==> config.mk <==
export PLATFORM = sky130hd
export DESIGN_NAME = sort_sequencer_flat
export DESIGN_NICKNAME = d
export VERILOG_FILES = /design/src/rtl/sort_sequencer_if.sv /design/src/rtl/sort_sequencer.sv /design/src/flat_wrapper.sv
export SDC_FILE = /design/constraint.sdc
export NUM_CORES = 1
export LEC_CHECK = 0
export CAP_MARGIN = 10
export CORE_MARGIN = 10
export CORE_UTILIZATION = 61
export CTS_BUF_LIST = sky130_fd_sc_hd__clkbuf_16
export DETAILED_ROUTE_END_ITERATION = 8
export HOLD_SLACK_MARGIN = 0.02
export PLACE_DENSITY = 0.81
export SLEW_MARGIN = 10
export SYNTH_ARGS = -nofsm -noshare
export SYNTH_HDL_FRONTEND = slang
export SYNTH_SLANG_ARGS = --single-unit
==> constraint.sdc <==
create_clock -name clk -period 5.4 [get_ports clk]
set_clock_uncertainty 0.2 [all_clocks]
set_input_delay 0.54 -clock clk [delete_from_list [all_inputs] [get_ports clk]]
set_output_delay 0.54 -clock clk [all_outputs]
set_load 0.1 [all_outputs]
==> src/rtl/sort_sequencer_if.sv <==
// Stream bundle for the sort sequencer: load port, drain port and busy flag.
// The slave modport is the sequencer's view; master is the producer/consumer side.
interface sort_sequencer_if #(
    parameter int N = 4
);
    logic         in_valid;
    logic         in_ready;
    logic [N-1:0] in_data;
    logic         in_last;
    logic         out_valid;
    logic         out_ready;
    logic [N-1:0] out_data;
    logic         out_last;
    logic         busy;

    modport slave (
        input  in_valid, in_data, in_last, out_ready,
        output in_ready, out_valid, out_data, out_last, busy
    );

    modport master (
        output in_valid, in_data, in_last, out_ready,
        input  in_ready, out_valid, out_data, out_last, busy
    );
endinterface

==> src/rtl/sort_sequencer.sv <==
// Frame sorter: loads up to DEPTH words, bubble-sorts them in place one compare per
// cycle (stable, ascending, optional signed order), then streams them out.
module sort_sequencer #(
    parameter int N      = 4,
    parameter int DEPTH  = 8,
    parameter int SIGNED = 0
) (
    input logic              clk,
    input logic              rst,
    sort_sequencer_if.slave  bus
);
    localparam int AW = $clog2(DEPTH);
    localparam int CW = $clog2(DEPTH + 1);

    typedef enum logic [1:0] {IDLE, LOAD, SORT, DRAIN} state_t;

    state_t          state_q, state_d;
    logic [CW-1:0]   cnt_q, cnt_d;
    logic [AW-1:0]   rd_q, rd_d;
    logic [AW-1:0]   idx_q, idx_d;
    logic            swapped_q, swapped_d;
    logic [N-1:0]    mem [DEPTH];

    logic            in_fire;
    logic            load_en;
    logic            swap_en;
    logic            rd_last;
    logic [AW-1:0]   hi_idx;

    // Two's-complement order only differs from unsigned when the sign bits differ.
    function automatic logic greater(input logic [N-1:0] a, input logic [N-1:0] b);
        if (SIGNED != 0 && a[N-1] != b[N-1])
            return b[N-1];
        return a > b;
    endfunction

    assign bus.in_ready  = (state_q == IDLE) || (state_q == LOAD);
    assign bus.out_valid = (state_q == DRAIN);
    assign bus.busy      = (state_q == SORT) || (state_q == DRAIN);
    assign rd_last       = (CW'(rd_q) == cnt_q - CW'(1));
    assign bus.out_last  = bus.out_valid && rd_last;
    assign bus.out_data  = bus.out_valid ? mem[rd_q] : '0;
    assign in_fire       = bus.in_valid && bus.in_ready;
    assign hi_idx        = idx_q + AW'(1);

    always_comb begin
        state_d   = state_q;
        cnt_d     = cnt_q;
        rd_d      = rd_q;
        idx_d     = idx_q;
        swapped_d = swapped_q;
        load_en   = 1'b0;
        swap_en   = 1'b0;
        case (state_q)
            IDLE, LOAD: begin
                if (in_fire) begin
                    load_en = 1'b1;
                    cnt_d   = cnt_q + CW'(1);
                    if (bus.in_last || cnt_q == CW'(DEPTH - 1)) begin
                        state_d   = SORT;
                        idx_d     = '0;
                        swapped_d = 1'b0;
                    end else begin
                        state_d = LOAD;
                    end
                end
            end
            SORT: begin
                if (cnt_q <= CW'(1)) begin
                    state_d = DRAIN;
                    rd_d    = '0;
                end else begin
                    swap_en = greater(mem[idx_q], mem[hi_idx]);
                    // A pass with no swaps at its last compare means the frame is ordered.
                    if (CW'(idx_q) == cnt_q - CW'(2)) begin
                        idx_d     = '0;
                        swapped_d = 1'b0;
                        if (!(swapped_q || swap_en)) begin
                            state_d = DRAIN;
                            rd_d    = '0;
                        end
                    end else begin
                        idx_d     = hi_idx;
                        swapped_d = swapped_q || swap_en;
                    end
                end
            end
            DRAIN: begin
                if (bus.out_ready) begin
                    if (rd_last) begin
                        state_d   = IDLE;
                        cnt_d     = '0;
                        rd_d      = '0;
                        idx_d     = '0;
                        swapped_d = 1'b0;
                    end else begin
                        rd_d = rd_q + AW'(1);
                    end
                end
            end
            default: state_d = IDLE;
        endcase
    end

    always_ff @(posedge clk) begin
        if (rst) begin
            state_q   <= IDLE;
            cnt_q     <= '0;
            rd_q      <= '0;
            idx_q     <= '0;
            swapped_q <= 1'b0;
        end else begin
            state_q   <= state_d;
            cnt_q     <= cnt_d;
            rd_q      <= rd_d;
            idx_q     <= idx_d;
            swapped_q <= swapped_d;
        end
    end

    // Storage is not reset; only the counters decide which entries are meaningful.
    always_ff @(posedge clk) begin
        if (load_en) begin
            mem[cnt_q[AW-1:0]] <= bus.in_data;
        end else if (swap_en) begin
            mem[idx_q]  <= mem[hi_idx];
            mem[hi_idx] <= mem[idx_q];
        end
    end
endmodule

==> src/flat_wrapper.sv <==
// flat-port wrapper written by rule: the top's interface ports become plain ports
module sort_sequencer_flat 
#(
    parameter int N      = 4,
    parameter int DEPTH  = 8,
    parameter int SIGNED = 0
)
  (clk, rst, bus_in_valid, bus_in_data, bus_in_last, bus_out_ready, bus_in_ready, bus_out_valid, bus_out_data, bus_out_last, bus_busy);
  sort_sequencer_if #(.N(N)) bus_i ();
  input logic clk;
  input logic rst;
  input wire logic [$bits(bus_i.in_valid)-1:0] bus_in_valid;
  input wire logic [$bits(bus_i.in_data)-1:0] bus_in_data;
  input wire logic [$bits(bus_i.in_last)-1:0] bus_in_last;
  input wire logic [$bits(bus_i.out_ready)-1:0] bus_out_ready;
  output wire logic [$bits(bus_i.in_ready)-1:0] bus_in_ready;
  output wire logic [$bits(bus_i.out_valid)-1:0] bus_out_valid;
  output wire logic [$bits(bus_i.out_data)-1:0] bus_out_data;
  output wire logic [$bits(bus_i.out_last)-1:0] bus_out_last;
  output wire logic [$bits(bus_i.busy)-1:0] bus_busy;
  assign bus_i.in_valid = bus_in_valid;
  assign bus_i.in_data = bus_in_data;
  assign bus_i.in_last = bus_in_last;
  assign bus_i.out_ready = bus_out_ready;
  assign bus_in_ready = bus_i.in_ready;
  assign bus_out_valid = bus_i.out_valid;
  assign bus_out_data = bus_i.out_data;
  assign bus_out_last = bus_i.out_last;
  assign bus_busy = bus_i.busy;
  sort_sequencer #(.N(N), .DEPTH(DEPTH), .SIGNED(SIGNED)) u_core (.clk(clk), .rst(rst), .bus(bus_i));
endmodule
After elaboration in Yosys (flattened, before gate mapping)
Memory sizes are Yosys's and may differ from the RTL's. A register that Yosys moved wholly into a read port is not among the register bits. Index checks and enable logic that the tools add are counted. Widths: inputs -> output; s select.

Order comparisons: 2. Eq/ne operators: 13. Divide/modulo/power cells: 0. Muxes and demuxes: 49. Bitwise gates (word level): 0. Reductions and logical operators: 15. $mul: 0. Shift-type cells: 0. $add $sub $neg: 5.

Operators with widths (number): $mux 3 (16); $mux 4 (5); $mux 1 (16); $mux 2 (7); $reduce_and 5->1 (2); $pmux 3 s3 (1); $eq 3x4->1 (2); $pmux 4 s2 (1); $reduce_and 4->1 (2); $add 3x1->3 const B (2); $ne 2x2->1 const B (3); $ne 3x3->1 const B (2); $pmux 2 s3 (1); $pmux 3 s2 (1); $add 4x1->4 const B (1); $eq 2x2->1 const B (2); $eq 4x3->1 const B (1); $gt 4x4->1 (1); $le 4x1->1 const B (1); $logic_or 1x1->1 (4); $ne 2x1->1 const B (2); $reduce_bool 2->1 (2); $reduce_or 4->1 (1); $sub 4x1->4 const B (1); 6 further kinds (7).

Flip-flop bits (word level): 13. Input bits: 9. Latch bits: 0. Word-level logic and storage cells: 90. Memories: 1. Memory bits (read-only): 0. Memory bits (writable): 32. Output and inout bits: 8.

Memories: u_core.mem (depth 8, bits a word 4, read ports 3, clocked after Yosys merged registers in 2, write ports 2, RTL line sort_sequencer.sv:22) `logic [N-1:0] mem [DEPTH];`.

Depth between registers and ports, before layout
An unclocked memory read counts as a cell.

Depth in word-level cells: 10. Mapped depth: 11. Mapped depth without buffers: 9.

Worst setup path before layout
OpenSTA, ideal clock, no wires.

Path kind: flip-flop to flip-flop. From: register u_core.idx_q[1]. To: memory u_core.mem[7][0], enable pin. Setup slack: 1.390 ns. Buffers on the path: 2. Cell stages (with the launch flop): 11. Clock period less this slack: 4.010 ns. Arrival time: 3.449 ns. Path through: dfxtp_1 -> ha_1 -> buf_2 -> mux4_2 -> mux2_2 -> ha_1 -> and4_1 -> clkbuf_1 -> nor3_4 -> mux2_2 -> o21ai_0.

RTL lines: from (decl) (RTL line sort_sequencer.sv:20) `logic [AW-1:0] idx_q, idx_d;`; from (signal assigned) (RTL line sort_sequencer.sv:116) `idx_q <= idx_d;`; to (decl) (RTL line sort_sequencer.sv:22).

==> run summary <==
Setup repair after global routing left no endpoint under its margin. The number of nets in the synthesized netlist is roughly 320. The total routing resource utilization after global routing came out at 0.199. The net switching power of the design is 0.302 mW. The transition time at the pin with the least slew margin came out at 0.979 ns.

The setup slack of the worst register-to-register path came out at 0.75 ns. The overall overflow remaining after global route is 0. The static leakage came out at 1.38 nW.

The clock buffer count from CTS came out at 5. In the post-synthesis netlist, the biggest area contributors are sky130_fd_sc_hd__edfxtp_1 27%, sky130_fd_sc_hd__mux4_2 15%, sky130_fd_sc_hd__mux2i_1 11%. The most critical setup path has its startpoint at u_core.idx_q[0]. The count of buffers from port buffering is 16.

The maximum number of pins on one net before global-route repair came out at 23. The sum of negative setup slack is 0 ns. In this run the cell area of the synthesized design comes to 3510 um^2.

The final-stage net count came out at 330. The minimum clock period after layout is 4.65 ns. The final HPWL from detailed placement came out at just under 7 mm. CTS built an H-tree with a depth of 2.

The count of flip-flops with a built-in enable after synthesis is 32. The share of total power dissipated in sequential elements is 0.440. The region available for standard cell placement spans about 5500 um^2.

Along the worst path, the maximum fanout reaches 22. For the worst-skew pair, the clock arrives at the later sink with an insertion delay of around 0.29 ns. TritonCTS built the clock tree. In the synthesized netlist the async set-or-reset flop fraction comes to 0.

The commonest cells after synthesis are 40 x sky130_fd_sc_hd__mux2i_1, 32 x sky130_fd_sc_hd__edfxtp_1, 24 x sky130_fd_sc_hd__mux4_2. The distinct cell type count of the synthesized netlist came out at 57. Once the clock tree was built, the resizer swapped 0 gates to a different size.

The post-synthesis register bit count came out at 51. The wire length of the first global-routing pass is 14.1 mm. The effective utilization at floorplan came out at 0.633. The via count of the first global-routing pass came out at ~2500. Of the synthesized area, sequential elements account for 0.382. Of all cell types, the one taking the most synthesized area is sky130_fd_sc_hd__edfxtp_1. The count of standard-cell rows came out at 27. In this run the worst hold path is classified as flip-flop to flip-flop.

The number of buffers added to fix hold violations after cts is 0. Compared with the post-synthesis result, the final layout area differs by 10.6%. The routed wire length per instance came out at roughly 23 um. The layout has between 400 and 500 filler cells.

The maximum operating frequency is 215 MHz. The type of element launching the critical path is a flip-flop. The power density over cell area is 262 nW/um^2.

The portion of the clock cycle consumed by the worst path in the final layout came out at 0.860. Clock-pin slew was measured on the worst setup and hold paths at around 0.07 ns. The relative slew slack came out at 0.345. The number of nets still failing antenna checks after routing is 0. The global placer's final weighted congestion came out at 0.973. The tool flagged a number of max-cap violations equal to 0. The final max-slew violation count came out at 0. The synthesized netlist cell count is approximately 300. The CTS sink count is 51. The area share of the leading cell type in the synthesized netlist is 0.274. The internal power contribution came out at 0.715 mW. For this run, design rule violations remaining after detail routing come to 0. By instance count, the leading cell after synthesis is sky130_fd_sc_hd__mux2i_1. Of the total power, combinational logic draws 0.225. STA puts the critical path data arrival time at 4.38 ns. The number of antenna violations at the first check in global routing came out at 0. The routed via count divided by cell count came out at 6.96. The count of inserted antenna diode cells came out at 0. The count of endpoints failing setup in the final report is 0. The count of vias placed by the detailed router came out at 2659. The average cell area after synthesis is about 12 um^2. The number of buffers inserted to repair setup after CTS is 0.

The first-pass detailed-route iteration total is 5. The largest vdd supply drop came out at 161 uV. The Yosys step of the flow raised 0 warnings. The switching part of the total came out at 0.297. The critical path is of the flip-flop to flip-flop type.

Of the cells placed in the final design, the portion with a size suffix greater than 1 is 0.177. The number of standard cells in the layout, taps in and fillers out is 382. The number of ports placed on the die boundary came out at 17. The flow ran to the end, and the final reports show no timing, DRC or antenna violations.

Summed over all layers, the routed wires come to 8.76 mm. The die outline area came out at 9190 um^2. The total count of hold-check failures in the final report is 0. The number of cells after detailed placement came out at ~370.

The number of buffers on the longest clock path came out at 2. The category of the worst setup path capture point is a flip-flop. The die extent in x is 95.9 um.

Data on the critical path is required at its endpoint by 5.13 ns. The startpoint identified for the worst hold timing path is u_core.rd_q[1]. The vertical die dimension came out at 95.9 um. The number of DRC violations after detailed-routing iteration 0 is a little over 400. The critical register-to-register path startpoint is u_core.idx_q[0]. Of the total power, the clock network draws 0.335. In the synthesized netlist the dominant register cell turns out to be sky130_fd_sc_hd__edfxtp_1. The tree is rooted in a sky130_fd_sc_hd__clkbuf_16.
## per-layer routing
| layer | GRT usage | wire (um) | up-vias |
|---|---|---|---|
| met5 | 0 | 0 | - |
| met4 | 0.0442 | 183 | 0 |
| met3 | 0.0529 | 1060 | 17 |
| met2 | 0.300 | 3930 | 170 |
| met1 | 0.282 | 3580 | 1295 |
| li1 | - | - | 1177 |
## placed cells by master (no fill, tap or decap), types with 5 or more instances in the layout
cell type / Yosys / final
sky130_fd_sc_hd__nand3_1: 10 / 10
sky130_fd_sc_hd__buf_4: 0 / 5
sky130_fd_sc_hd__dfxtp_1: 19 / 19
sky130_fd_sc_hd__nor2_1: 20 / 20
sky130_fd_sc_hd__mux2i_1: 40 / 40
sky130_fd_sc_hd__clkbuf_16: 0 / 6
sky130_fd_sc_hd__mux4_2: 24 / 24
sky130_fd_sc_hd__ha_1: 12 / 12
sky130_fd_sc_hd__a21oi_1: 6 / 6
sky130_fd_sc_hd__inv_1: 15 / 16
sky130_fd_sc_hd__mux2_2: 5 / 5
sky130_fd_sc_hd__nand2_1: 7 / 7
sky130_fd_sc_hd__clkdlybuf4s50_1: 0 / 16
sky130_fd_sc_hd__edfxtp_1: 32 / 32
sky130_fd_sc_hd__xnor2_1: 7 / 7
sky130_fd_sc_hd__nor3_1: 5 / 5
sky130_fd_sc_hd__o21ai_0: 19 / 19
## cells by family (layout without fill, tap and decap cells)
group	count (synthesis)	in the layout	share of synthesized area
mux	70	70	0.288
fa+ha+maj	12	12	0.0428
simple gates	71	71	0.117
flops	51	51	0.382
xor+xnor	12	12	0.0321
compound gates	50	50	0.100
buf+inv	32	44	0.0378
## path summary, 6_finish.rpt
check | depth (start not counted) | end
worst max-delay path | 9 | u_core.mem[4][2]
worst min-delay path | 2 | u_core.rd_q[1]
worst max register to register | 9 | u_core.mem[4][2]
worst min register to register | 2 | u_core.rd_q[1]
## area by class of cell
cell class              count  area (um^2)  share of cell area
clock buffers               6          150              0.0387
clock inverters             2         10.0             0.00258
inverters                  15         56.3              0.0145
multi-input cells         215         2040               0.525
flip-flops and latches     51         1340               0.346
well taps                  72         90.1              0.0232
repair buffers             21          198              0.0509
## critical path, cell delays in order, from the launching register on
cell and delay [ns]:
sky130_fd_sc_hd__dfxtp_1 0.30, sky130_fd_sc_hd__buf_4 0.21, sky130_fd_sc_hd__ha_1 0.64, sky130_fd_sc_hd__mux4_2 0.57, sky130_fd_sc_hd__mux2i_1 0.29, sky130_fd_sc_hd__ha_1 0.34, sky130_fd_sc_hd__and4_1 0.30, sky130_fd_sc_hd__nor3_2 0.54
sky130_fd_sc_hd__and4_1 0.54, sky130_fd_sc_hd__o21bai_1 0.36
## per-stage QoR
stage / area (um^2) / worst slack, ns / power (mW) / hold WS (ns) / utilization
final: 3880 / 0.755 / 1.02 / 0.351 / 0.701
after detailed placement: 3720 / 0.846 / 0.680 / 0.338 / 0.672
after CTS: 3880 / 0.814 / 1.02 / 0.348 / 0.701
after global placement: 3720 / 0.907 / 0.673 / 0.329 / 0.672
after floorplan: 3510 / 1.39 / 0.617 / 0.293 / -
after global routing: 3880 / 0.587 / 1.05 / 0.420 / 0.701
## power by group through the flow
stage               registers (mW)  logic (mW)  clock network (mW)
floorplan                    0.443       0.173                   0
global placement             0.455       0.219                   0
detailed placement           0.456       0.224                   0
CTS                          0.447       0.225               0.347
global route                 0.449       0.247               0.358
finish                       0.448       0.229               0.341
Note: power is estimated with default switching activity, not from simulation.
